## config.mk

```make
export PLATFORM = sky130hd
export DESIGN_NAME = seq_gen_flat
export DESIGN_NICKNAME = d
export VERILOG_FILES = /design/src/rtl/seq_gen_if.sv /design/src/rtl/seq_gen.sv /design/src/flat_wrapper.sv
export SDC_FILE = /design/constraint.sdc
export NUM_CORES = 1
export LEC_CHECK = 0
export BUFFER_PORTS_ARGS = -buffer_cell sky130_fd_sc_hd__buf_2
export CAP_MARGIN = 10
export CELL_PAD_IN_SITES_DETAIL_PLACEMENT = 0
export CELL_PAD_IN_SITES_GLOBAL_PLACEMENT = 1
export CORE_ASPECT_RATIO = 0.9
export CORE_MARGIN = 1.5
export CORE_UTILIZATION = 45
export DETAILED_ROUTE_END_ITERATION = 10
export HOLD_SLACK_MARGIN = 0.02
export PLACE_DENSITY = 0.82
export SLEW_MARGIN = 5
export SYNTH_ARGS = -nofsm -noshare
export SYNTH_HDL_FRONTEND = slang
export SYNTH_SLANG_ARGS = --single-unit
```

## constraint.sdc

```tcl
create_clock -name clk -period 4.95 [get_ports clk]
set_input_delay 0.99 -clock clk [delete_from_list [all_inputs] [get_ports clk]]
set_output_delay 0.99 -clock clk [all_outputs]
set_load 0.02 [all_outputs]
```

## src/rtl/seq_gen_if.sv

```systemverilog
// Handshake bundle for seq_gen: request/cancel inputs and the registered
// serial symbol stream with its status flags.
interface seq_gen_if;
  logic       start;
  logic [3:0] count;
  logic       abort;
  logic       dout;
  logic       dout_valid;
  logic       busy;
  logic       done;

  modport master (
    output start, count, abort,
    input  dout, dout_valid, busy, done
  );

  modport slave (
    input  start, count, abort,
    output dout, dout_valid, busy, done
  );
endinterface

```

## src/rtl/seq_gen.sv

```systemverilog
// Repeating serial pattern generator: emits `count` frames of PATTERN
// (MSB first), GAP idle cycles apart, followed by a one-cycle done pulse.
module seq_gen #(
  parameter int                 PAT_LEN  = 5,
  parameter logic [PAT_LEN-1:0] PATTERN  = 5'b00111,
  parameter int                 GAP      = 2,
  parameter logic               IDLE_LVL = 1'b1
) (
  input  logic      clk,
  input  logic      rst,
  seq_gen_if.slave  bus
);

  typedef enum logic [3:0] {
    S_IDLE = 4'b0001,
    S_SEND = 4'b0010,
    S_GAP  = 4'b0100,
    S_DONE = 4'b1000
  } state_t;

  // Pattern left-justified in a byte so symbol k is always PAT8[7-k].
  localparam logic [7:0] PAT8     = 8'(PATTERN) << (8 - PAT_LEN);
  localparam logic [2:0] LAST_IDX = 3'(PAT_LEN - 1);
  localparam logic [3:0] GAP_LAST = 4'((GAP == 0) ? 0 : GAP - 1);

  state_t     state;
  logic [3:0] rep_cnt;
  logic [2:0] bit_idx;
  logic [3:0] gap_cnt;
  logic       dout_q;
  logic       valid_q;
  logic       busy_q;
  logic       done_q;

  function automatic logic sym(input logic [2:0] idx);
    return PAT8[3'd7 - idx];
  endfunction

  // Outputs are registered for the state being entered, so bit_idx names the
  // symbol currently on dout rather than the next one.
  // NOTE: every register here uses <= so all updates see pre-edge values;
  // a blocking = would let later statements read the new value this cycle.
  always_ff @(posedge clk) begin
    if (!rst) begin
      // NOTE: control state is reset explicitly; only a synchronous reset is
      // used, so no asynchronous path exists into these flops.
      state   <= S_IDLE;
      rep_cnt <= 4'd0;
      bit_idx <= 3'd0;
      gap_cnt <= 4'd0;
      dout_q  <= IDLE_LVL;
      valid_q <= 1'b0;
      busy_q  <= 1'b0;
      done_q  <= 1'b0;
    end else if (bus.abort) begin
      state   <= S_IDLE;
      rep_cnt <= 4'd0;
      bit_idx <= 3'd0;
      gap_cnt <= 4'd0;
      dout_q  <= IDLE_LVL;
      valid_q <= 1'b0;
      busy_q  <= 1'b0;
      done_q  <= 1'b0;
    end else begin
      unique case (state)
        S_IDLE: begin
          if (bus.start && bus.count != 4'd0) begin
            state   <= S_SEND;
            rep_cnt <= bus.count;
            bit_idx <= 3'd0;
            dout_q  <= sym(3'd0);
            valid_q <= 1'b1;
            busy_q  <= 1'b1;
          end
        end

        S_SEND: begin
          if (bit_idx == LAST_IDX) begin
            rep_cnt <= rep_cnt - 4'd1;
            bit_idx <= 3'd0;
            if (rep_cnt == 4'd1) begin
              state   <= S_DONE;
              dout_q  <= IDLE_LVL;
              valid_q <= 1'b0;
              done_q  <= 1'b1;
            end else if (GAP == 0) begin
              dout_q  <= sym(3'd0);
            end else begin
              state   <= S_GAP;
              gap_cnt <= GAP_LAST;
              dout_q  <= IDLE_LVL;
              valid_q <= 1'b0;
            end
          end else begin
            bit_idx <= bit_idx + 3'd1;
            dout_q  <= sym(bit_idx + 3'd1);
          end
        end

        S_GAP: begin
          if (gap_cnt == 4'd0) begin
            state   <= S_SEND;
            bit_idx <= 3'd0;
            dout_q  <= sym(3'd0);
            valid_q <= 1'b1;
          end else begin
            gap_cnt <= gap_cnt - 4'd1;
          end
        end

        S_DONE: begin
          state  <= S_IDLE;
          done_q <= 1'b0;
          busy_q <= 1'b0;
        end

        default: begin
          state   <= S_IDLE;
          rep_cnt <= 4'd0;
          bit_idx <= 3'd0;
          gap_cnt <= 4'd0;
          dout_q  <= IDLE_LVL;
          valid_q <= 1'b0;
          busy_q  <= 1'b0;
          done_q  <= 1'b0;
        end
      endcase
    end
  end

  assign bus.dout       = dout_q;
  assign bus.dout_valid = valid_q;
  assign bus.busy       = busy_q;
  assign bus.done       = done_q;

  a_onehot:     assert property (@(posedge clk) disable iff (!rst) $onehot(state));
  a_valid_busy: assert property (@(posedge clk) disable iff (!rst) valid_q |-> busy_q);
  a_done_busy:  assert property (@(posedge clk) disable iff (!rst) done_q |-> busy_q);

endmodule

```

## src/flat_wrapper.sv

```systemverilog
// flat-port wrapper written by rule: the top's interface ports become plain ports
module seq_gen_flat 
#(
  parameter int                 PAT_LEN  = 5,
  parameter logic [PAT_LEN-1:0] PATTERN  = 5'b00111,
  parameter int                 GAP      = 2,
  parameter logic               IDLE_LVL = 1'b1
)
  (clk, rst, bus_start, bus_count, bus_abort, bus_dout, bus_dout_valid, bus_busy, bus_done);
  seq_gen_if bus_i ();
  input  logic clk;
  input  logic rst;
  input wire logic [$bits(bus_i.start)-1:0] bus_start;
  input wire logic [$bits(bus_i.count)-1:0] bus_count;
  input wire logic [$bits(bus_i.abort)-1:0] bus_abort;
  output wire logic [$bits(bus_i.dout)-1:0] bus_dout;
  output wire logic [$bits(bus_i.dout_valid)-1:0] bus_dout_valid;
  output wire logic [$bits(bus_i.busy)-1:0] bus_busy;
  output wire logic [$bits(bus_i.done)-1:0] bus_done;
  assign bus_i.start = bus_start;
  assign bus_i.count = bus_count;
  assign bus_i.abort = bus_abort;
  assign bus_dout = bus_i.dout;
  assign bus_dout_valid = bus_i.dout_valid;
  assign bus_busy = bus_i.busy;
  assign bus_done = bus_i.done;
  seq_gen #(.PAT_LEN(PAT_LEN), .PATTERN(PATTERN), .GAP(GAP), .IDLE_LVL(IDLE_LVL)) u_core (.clk(clk), .rst(rst), .bus(bus_i));
endmodule
```

# [Yosys cells after proc, flatten, opt, wreduce, memory -nomap -nowiden]
# Memory sizes are Yosys's and may differ from the RTL's.
# Index checks and enable logic that the tools add are counted.
[classes] bitwise=6 addsub=4 eq_ne=12 muxes=29 reduce_logical=15 n_lt_le_gt_ge=1
[ops] operator="2-to-1 mux 4 bit" n=9
[ops] operator="one-hot mux 4 bit (3 select lines)" n=3
[ops] operator="one-hot mux 3 bit (4 select lines)" n=1
[ops] operator="AND reduction 3 bit" n=4
[ops] operator="OR reduction 2 bit" n=5
[ops] operator="2-to-1 mux 1 bit" n=9
[ops] operator="2-to-1 mux 3 bit" n=3
[ops] operator="equality test 4 x 1 -> 1 bit (second input constant)" n=2
[ops] operator="!= test 2 x 1 -> 1 bit (second input constant)" n=4
[ops] operator="one-hot mux 1 bit (4 select lines)" n=2
[ops] operator="AND reduction 4 bit" n=2
[ops] operator="subtractor 4 x 1 -> 4 bit (second input constant)" n=2
[ops] operator="NOT 1 bit" n=6
[ops] operator="equality test 4 x 2 -> 1 bit (second input constant)" n=1
[ops] operator="equality test 4 x 3 -> 1 bit (second input constant)" n=1
[ops] operator="equality test 4 bit (second input constant)" n=1
[ops] operator="logical NOT 4 bit" n=1
[ops] operator="less-than comparator 3 x 4 -> 1 bit (second input constant)" n=1
[ops] operator="!= test 2 bit (second input constant)" n=2
[ops] operator="one-hot mux 1 bit (2 select lines)" n=2
[ops] operator="nonzero test 4 bit" n=1
[ops] operator="adder 3 x 1 -> 3 bit (second input constant)" n=1
[ops] operator="equality test 3 bit (second input constant)" n=1
[ops] operator="subtractor 3 bit (first input constant)" n=1
[ops] operator="other kinds (2)" n=2
[totals] elab_cells=76 mem_count=1 in_bits=8 ff_bits=19 romBits=8
[mem_list] memory="(no name shown)" words=8 width=1 read_ports=1 rd_ports_with_merged_regs=0 write_ports=0 line_no="seq_gen.sv:36" source="return PAT8[3'd7 - idx];"

# [Depth between registers and ports, before layout]
# Gate-level depths: netlist of the first run.
[logic_depth] depth_word=6 ltp_mapped=7 depth_no_buf=7

# [Least setup slack after synthesis of the first run]
# No wires, ideal clock.
[synth_path] kind="input-to-reg" from="in bus_count[2]" to="reg u_core.rep_cnt[2]" n_path_buf=0 setup_ns=0.117 stages=4 required_time_ns=4.833 path_slack_ns=2.872 arrival_time_ns=1.960 cell_sequence="o41ai_1 > nand2_2 > o21a_2 > a32o_1"
[synth_between] elab_chain_cells=4 word_cells_on_any_way=6
[synth_rtl] element="start: declaration" line_no="flat_wrapper.sv:14" source="input wire logic [$bits(bus_i.count)-1:0] bus_count;"
[synth_rtl] element="nonzero test 4 bit" line_no="seq_gen.sv:67" source="if (bus.start && bus.count != 4'd0) begin"
[synth_rtl] element="logical AND 1 bit" line_no="seq_gen.sv:67"
[synth_rtl] element="!= test 2 x 1 -> 1 bit (no line)"
[synth_rtl] element="AND reduction 3 bit (no line)"
[synth_rtl] element="end signal: assignment" line_no="seq_gen.sv:69" source="rep_cnt <= bus.count;"
[synth_rtl] element="end signal: assignment" line_no="seq_gen.sv:79" source="rep_cnt <= rep_cnt - 4'd1;"
[synth_rtl] element="end: declaration" line_no="seq_gen.sv:27" source="logic [3:0] rep_cnt;"
# Several ways; a longest one is shown, not always the timed one. The select of a mux whose other input is x is not followed.
# A chain may end at the register's enable or synchronous reset.

# [Worst setup path after layout of the first run]
[layout_path] from="reg u_core.state[1]" to="reg u_core.gap_cnt[0]"
[layout_between] elab_chain_cells=4 word_cells_on_any_way=11
[layout_rtl] element="start: declaration" line_no="seq_gen.sv:26" source="state_t state;"
[layout_rtl] element="start signal: assignment" line_no="seq_gen.sv:47" source="state <= S_IDLE;"
[layout_rtl] element="start signal: assignment" line_no="seq_gen.sv:56" source="state <= S_IDLE;"
[layout_rtl] element="start signal: assignment" line_no="seq_gen.sv:68" source="state <= S_SEND;"
[layout_rtl] element="equality test 4 bit / equality test 4 x 1 -> 1 bit (equally long branches)" line_no="seq_gen.sv:65" source="unique case (state)"
[layout_rtl] element="OR reduction 2 bit (no line)"
[layout_rtl] element="NOT 1 bit (no line)"
[layout_rtl] element="AND reduction 4 bit (no line)"
[layout_rtl] element="end signal: assignment" line_no="seq_gen.sv:107" source="gap_cnt <= gap_cnt - 4'd1;"
[layout_rtl] element="end: declaration" line_no="seq_gen.sv:29" source="logic [3:0] gap_cnt;"
# Several ways; a longest one is shown, not always the timed one.

==> impl_metrics.env, run 1 <==
export IMPL_grt_overflow=0
export IMPL_netSwitchingFraction_pct=29.7
export IMPL_synth_nets=155
export IMPL_drt_iter0_drc=16
export IMPL_cts_made_buffers=3
export IMPL_drt_pass1_iter_count=4
export IMPL_required_ps=5170
export IMPL_avgSynthCellArea_um2=8.62
export IMPL_pwr_share_clk_pct=26.9
export IMPL_path_cells="nor4b_2 -> a221oi_2 -> o21ai_2 -> a211oi_1 -> a211oi_1"
export IMPL_route_detailed_drc=0
export IMPL_worst_ep_arrival_time_ps=2420
export IMPL_met3_length_um=87
export IMPL_max_stage_delay_ps=890
export IMPL_vias=1023
export IMPL_clk_pin_slew_ps=120
export IMPL_routedWlPerCell_um=13.6
export IMPL_pwr_density_cell_mw_per_mm2=236
export IMPL_wl_met2_um=1090
export IMPL_synth_seq_area_share_pct=31.5
export IMPL_cts_buffer_depth=2
export IMPL_synth_top_area_share_pct=31.5
export IMPL_max_freq_mhz=455
export IMPL_yosys_cell_count_top_type="dfxtp_1"
export IMPL_wl_met1_um=1190
export IMPL_multi_input_area_um2=756
export IMPL_setup_violations=0
export IMPL_synth_area_leaders="dfxtp_1, ha_1, a21oi_1, a211oi_1, nor2_1"
export IMPL_root_buffer="clkbuf_4"
export IMPL_h_tree_depth=1
export IMPL_critPathCaptureType="flop"
export IMPL_hold_buffers=0
export IMPL_peakVddDrop_v=0.000149
export IMPL_fin_crit_ps=2200
export IMPL_ys_flop_type="dfxtp_1"
export IMPL_ys_async_sr_fraction_pct=0
export IMPL_hp_class="flop to flop"
export IMPL_worstMarginPinSlew_ps=1010
export IMPL_top_layer="met4"
export IMPL_rsz0062_at_grt="no"
export IMPL_crit_type="flop to flop"
export IMPL_finalSetupTns_ps=0
export IMPL_syn_area_mm2=0.00121
export IMPL_core_mm2=0.00249
export IMPL_area_growth_pct=6.12
export IMPL_die_h_um=52.1
export IMPL_p_leak_uw=0.000477
export IMPL_fin_crit_sh_pct=44.4
export IMPL_cp_top_family="simple AND/OR/NAND/NOR gates"
export IMPL_syn_inst=140
export IMPL_cp_max_fo=11
export IMPL_synth_cell_types=43
export IMPL_hpwl_um=1790
export IMPL_internal_power_uw=212
export IMPL_worst_setup_path_start_kind="flop"
export IMPL_io_pins=12
export IMPL_p_switching_uw=89.6
export IMPL_path_common_cell="a211oi_1"
export IMPL_netlist_top_cells_count="dfxtp_1, nor2_1, a21oi_1"
export IMPL_slew_headroom_pct=32.5
export IMPL_seqCellArea_um2=380
export IMPL_grt_pass1_wl_um=4060
export IMPL_utilization_pct=51.4
export IMPL_ant_nets=0
export IMPL_antenna_found_initial=0
export IMPL_layout_nets=164
export IMPL_first_global_vias=923
export IMPL_hold_viol=0
export IMPL_pwr_share_seq_pct=54.8
export IMPL_grt_total_usage_pct=17.9
export IMPL_die_area_mm2=0.00300
export IMPL_routabilityCongestion=0.801
export IMPL_num_rows=17
export IMPL_avgViaCountPerCell=5.81
export IMPL_fin_skew_ps=9.53
export IMPL_fillCellCount=244
export IMPL_cts_sinks=19
export IMPL_ys_ff_latch=19
export IMPL_start_util_pct=48.5
export IMPL_ctsResizeCount=0
export IMPL_yosysTopAreaCell="dfxtp_1"
export IMPL_status="finished, final reports clean"
export IMPL_yosysWarnings=0
export IMPL_cts_tree="done"
export IMPL_drv_cap=0
export IMPL_synth_edf_count=0
export IMPL_grt_max_degree=16
export IMPL_crit_buf_inv=0
export IMPL_die_w_um=57.6
export IMPL_p_comb_share_pct=18.2
export IMPL_antenna_cells=0
export IMPL_cpMaxStageDelayCell="nor4b_2"
export IMPL_finalWirelength_um=2400
export IMPL_worstSkewPairLatency_ps=310
export IMPL_io_buffers=11
export IMPL_cts_setup_buffers=0
export IMPL_drive_above_1_share_pct=16.9
export IMPL_maxSlewViolCount=0
tightest hold or removal path, delay by kind of cell (launching register included):
kind             cells  cell delay (ps)
flip-flops           1              340
AO/OA/AOI/OAI        1               40
AND/OR/NAND/NOR      1               70
layout make-up:
class,count,area share [%]
multi-input combinational,107,59.0
sequential,19,29.7
timing repair buffer,11,4.30
tap,28,2.74
inverter,7,2.05
clock buffer,3,1.76
clock inverter,1,0.391
registers in the layout, indices dropped and copies added, names as in the netlist:
| register | flops |
|---|---|
| u_core.bit_idx | 3 |
| u_core.bus.busy | 1 |
| u_core.bus.done | 1 |
| u_core.bus.dout | 1 |
| u_core.bus.dout_valid | 1 |
| u_core.gap_cnt | 4 |
| u_core.rep_cnt | 4 |
| u_core.state | 4 |
final timing paths:
kind | cells after the start | start | to | slack, ps
worst max-delay path | 5 | u_core.state[1]$_SDFFE_PP0P_ | u_core.gap_cnt[0]$_SDFFE_PP0P_ | 2750
worst min-delay path | 2 | u_core.bus.done$_SDFFE_PP0P_ | u_core.bus.done$_SDFFE_PP0P_ | 480
worst max register to register | 5 | u_core.state[1]$_SDFFE_PP0P_ | u_core.gap_cnt[0]$_SDFFE_PP0P_ | 2750
worst min register to register | 2 | u_core.bus.done$_SDFFE_PP0P_ | u_core.bus.done$_SDFFE_PP0P_ | 480
cells by family (layout without fill, tap and decap cells):
family | after synthesis | after routing | share of synthesized area (%)
AO/OA/AOI/OAI | 45 | 45 | 25.7
buffers and inverters | 14 | 22 | 5.81
adder cells (fa/ha/maj) | 7 | 7 | 7.26
XOR/XNOR | 4 | 4 | 2.91
flip-flops | 19 | 19 | 31.5
AND/OR/NAND/NOR | 51 | 51 | 26.8
cells in the final DEF (no fill, tap or decap), types with 6 or more instances in the layout:
| cell type | count |
|---|---|
| nor3_1 | 6 |
| nor2_1 | 13 |
| a21oi_1 | 12 |
| dfxtp_1 | 19 |
| buf_2 | 11 |
| nor2b_1 | 6 |
| o21ai_0 | 9 |
| ha_1 | 7 |
| inv_1 | 7 |
| a211oi_1 | 8 |
stage by stage:
stage               cell area (µm²)  total power [µW]  setup slack, ps  instances  hold WS [ps]
global placement               1250               224             2620        172           471
CTS                            1280               306             2720        176           478
floorplan                      1210               211             2870        140           469
finish                         1280               302             2750        176           475
detailed placement             1250               224             2600        172           449
global route                   1280               322             2520        176           519
per-layer routing:
metal | vias up | track usage, %
li1 | 530 | -
met1 | 471 | 22.5
met2 | 20 | 29.4
met3 | 2 | 4.48
met4 | 0 | 6.98
met5 | - | 0
power by group through the flow:
stage | logic (µW) | clock network (µW) | registers [µW]
detailed placement | 55.0 | 0 | 169
global route | 63.2 | 91.8 | 167
CTS | 55.2 | 85.1 | 165
global placement | 55.0 | 0 | 169
finish | 55.0 | 81.3 | 165
floorplan | 44.4 | 0 | 167
(Power assumes the default switching activity.)
==> inputs of run 2 (changes only) <==
--- a/config.mk
+++ b/config.mk
@@ -5,16 +5,17 @@
 export SDC_FILE = /design/constraint.sdc
 export NUM_CORES = 1
 export LEC_CHECK = 0
+export ABC_AREA = 1
 export BUFFER_PORTS_ARGS = -buffer_cell sky130_fd_sc_hd__buf_2
 export CAP_MARGIN = 10
 export CELL_PAD_IN_SITES_DETAIL_PLACEMENT = 0
 export CELL_PAD_IN_SITES_GLOBAL_PLACEMENT = 1
 export CORE_ASPECT_RATIO = 0.9
 export CORE_MARGIN = 1.5
-export CORE_UTILIZATION = 45
+export CORE_UTILIZATION = 41
 export DETAILED_ROUTE_END_ITERATION = 10
 export HOLD_SLACK_MARGIN = 0.02
-export PLACE_DENSITY = 0.82
+export PLACE_DENSITY = 0.8
 export SLEW_MARGIN = 5
 export SYNTH_ARGS = -nofsm -noshare
 export SYNTH_HDL_FRONTEND = slang
==> constraint.sdc (replaced) <==
create_clock -name clk -period 2.2 [get_ports clk]
set_input_delay 0.44 -clock clk [delete_from_list [all_inputs] [get_ports clk]]
set_output_delay 0.44 -clock clk [all_outputs]
set_load 0.02 [all_outputs]
==> run 2 against run 1 <==
Against the previous run:
- synthesized cell count is 25% higher
- largest power group unchanged
- total power is 130% higher
- flip-flop and latch count stayed put
- via count is 6.5% higher
- final cell count is 30% higher
- largest cell class unchanged
- clock skew is 2.6 ps lower
- clock-buffer cell count is 1 higher
==> impl_metrics.env, run 2 <==
export IMPL_path_cells="inv_1 -> ha_1 -> nand2_1 -> nand3_1 -> inv_1 -> nor2_1 -> o21ai_0 -> a21oi_1"
export IMPL_synth_nets=190
export IMPL_area_growth_pct=10.8
export IMPL_cts_sinks=19
export IMPL_io_pins=12
export IMPL_yosys_cell_count_top_type="nand2_1"
export IMPL_postLayoutCellArea_mm2=0.00131
export IMPL_cts_made_buffers=3
export IMPL_fillCellCount=302
export IMPL_placed_cell_area_mm2=0.00129
export IMPL_peakVddDrop_v=0.000254
export IMPL_path_common_cell="inv_1"
export IMPL_die_w_um=59.7
export IMPL_finalWirelength_um=2540
export IMPL_internal_power_uw=476
export IMPL_grt_max_degree=13
export IMPL_io_buffers=11
export IMPL_slew_headroom_pct=75.1
export IMPL_setup_violations=0
export IMPL_netSwitchingFraction_pct=31.0
export IMPL_final_common_cell="nand2_1"
export IMPL_rsz0062_at_grt="no"
export IMPL_status="finished, final reports clean"
export IMPL_yosysWarnings=0
export IMPL_cts_tree="done"
export IMPL_fin_crit_ps=1450
export IMPL_drv_cap=0
export IMPL_crit_type="flop to flop"
export IMPL_worst_setup_path_start_kind="flop"
export IMPL_fin_crit_sh_pct=65.8
export IMPL_drt_pass1_iter_count=4
export IMPL_netlist_top_cells_count="nand2_1, nor2_1, dfxtp_1, inv_1, nand3_1"
export IMPL_finalSetupTns_ps=0
export IMPL_synth_seq_area_share_pct=32.1
export IMPL_maxSlewViolCount=0
export IMPL_clk_pin_slew_ps=110
export IMPL_hold_path_depth=3
export IMPL_p_comb_share_pct=20.2
export IMPL_ys_ff_latch=19
export IMPL_routedWlPerCell_um=11.1
export IMPL_yosysTopAreaCell="dfxtp_1"
export IMPL_antenna_found_initial=0
export IMPL_hpwl_um=1920
export IMPL_core_mm2=0.00275
export IMPL_cp_max_fo=5
export IMPL_synth_area_leaders="dfxtp_1, nand2_1, ha_1, nor2_1, nand3_1"
export IMPL_rrSetupSlack_ps=750
export IMPL_die_area_mm2=0.00323
export IMPL_ys_flop_type="dfxtp_1"
export IMPL_cts_setup_buffers=0
export IMPL_synth_cell_types=22
export IMPL_grt_total_usage_pct=18.0
export IMPL_worstMarginPinSlew_ps=372
export IMPL_syn_inst=175
export IMPL_worstSkewPairLatency_ps=310
export IMPL_hp_class="input port to flop"
export IMPL_hold_viol=0
export IMPL_pwr_share_seq_pct=52.9
export IMPL_layout_nets=205
export IMPL_hold_buffers=0
export IMPL_avgSynthCellArea_um2=6.78
export IMPL_avgViaCountPerCell=4.76
export IMPL_syn_area_mm2=0.00119
export IMPL_p_leak_uw=0.000617
export IMPL_r2r_end="u_core.bus.done$_SDFFE_PP0P_"
export IMPL_pwr_density_cell_mw_per_mm2=525
export IMPL_antenna_cells=0
export IMPL_ys_async_sr_fraction_pct=0
export IMPL_required_ps=2390
export IMPL_max_stage_delay_ps=390
export IMPL_routabilityCongestion=0.805
export IMPL_seqCellArea_um2=380
export IMPL_cp_top_family="flip-flops"
export IMPL_start_util_pct=43.2
export IMPL_top_regs="u_core.gap_cnt x4, u_core.rep_cnt x4, u_core.state x4"
export IMPL_multi_input_area_um2=719
export IMPL_pwr_share_clk_pct=26.9
export IMPL_min_to="u_core.state[0]$_SDFFE_PP1P_"
export IMPL_worst_ep_arrival_time_ps=1640
export IMPL_crit_buf_inv=2
export IMPL_root_buffer="clkbuf_4"
export IMPL_r2r_start="u_core.bit_idx[0]$_SDFFE_PP0P_"
export IMPL_grt_overflow=0
export IMPL_die_h_um=54.0
export IMPL_p_switching_uw=214
export IMPL_grt_pass1_wl_um=4350
export IMPL_cts_buffer_depth=2
export IMPL_h_tree_depth=1
export IMPL_worstRegToRegCells=8
export IMPL_cpMaxStageDelayCell="dfxtp_1"
export IMPL_num_rows=18
export IMPL_critPathCaptureType="flop"
export IMPL_synth_top_area_share_pct=32.1
export IMPL_max_freq_mhz=690
export IMPL_drt_iter0_drc=62
export IMPL_fin_skew_ps=6.95
export IMPL_drive_above_1_share_pct=18.0
export IMPL_first_global_vias=965
export IMPL_route_detailed_drc=0
export IMPL_vias=1089
export IMPL_hold_path_startpoint="bus_abort"
export IMPL_ant_nets=0
export IMPL_synth_edf_count=0
export IMPL_ctsResizeCount=0
export IMPL_final_cell_mix="nand2_1, nor2_1, inv_1, dfxtp_1, nand3_1"
export IMPL_startpoint="u_core.bit_idx[0]$_SDFFE_PP0P_"
==> run 2: changes by cell type after synthesis, moves of 4 or more <==
cell      previous run  this run
nor3_1               6         1
nor2_2               0         5
nand2_4              0         5
nor2_1              13        22
nor2b_1              6         0
nand2b_1             4         0
a211oi_1             8         0
nand2_1              4        49
nand3_1              0        16
inv_1                7        19
==> run 2: logic make-up (layout without fill, tap and decap cells) <==
group / after synthesis / in the layout / synth area share [%]
xor gates and xnor gates: 2 / 2 / 1.48
AOI/OAI and AO/OA: 17 / 17 / 7.49
and+or+nand+nor: 107 / 107 / 44.3
adders and majority gates: 7 / 7 / 7.38
buffers and inverters: 23 / 37 / 7.28
DFF: 19 / 19 / 32.1
==> run 2: tightest hold or removal path, cell delays in order <==
cell     delay (ps)
buf_2            80
nor2_2           70
nand3_1          80
==> run 2: power groups by stage <==
stage	clock network (µW)	registers, µW	logic [µW]
2_1_floorplan	0	377	99.7
3_3_place_gp	0	372	136
3_5_place_dp	0	373	138
4_1_cts	193	365	139
5_1_grt	210	367	158
6_report	185	365	139
==> run 2: cell type report <==
class	count	area share, %
multi-input cells	133	54.8
clock buffers	4	2.00
repair buffers	11	4.19
inverters	22	6.29
well taps	40	3.81
flip-flops and latches	19	29.0
==> run 2: worst max path at each step <==
stage                                                end  cells after the start
after floorplan           u_core.rep_cnt[0]$_SDFFE_PP0P_                     10
after global placement      u_core.state[3]$_SDFFE_PP0P_                      4
after detailed placement    u_core.state[3]$_SDFFE_PP0P_                      4
after CTS                 u_core.gap_cnt[1]$_SDFFE_PP0P_                      9
after global routing        u_core.bus.done$_SDFFE_PP0P_                      8
final                       u_core.bus.done$_SDFFE_PP0P_                      8
==> run 2: stage by stage <==
| stage | utilization, % | power (µW) | setup WS, ps | std cells | hold slack [ps] |
|---|---|---|---|---|---|
| after floorplan | - | 477 | 942 | 175 | 449 |
| after global placement | 46.9 | 508 | 770 | 225 | 439 |
| after detailed placement | 46.9 | 511 | 723 | 225 | 453 |
| after CTS | 47.8 | 696 | 759 | 229 | 381 |
| after global routing | 47.8 | 735 | 563 | 229 | 407 |
| final | 47.8 | 689 | 752 | 229 | 386 |
==> run 2: per-layer routing <==
layer  track usage, %  vias up  part of all wire, %  wire length, µm
li1                 -      578                    -                -
met1             27.1      471                   52             1320
met2             25.0       35                   40             1020
met3             3.61        5                  5.9              151
met4             6.67        0                  1.8               46
met5                0        -                    0                0
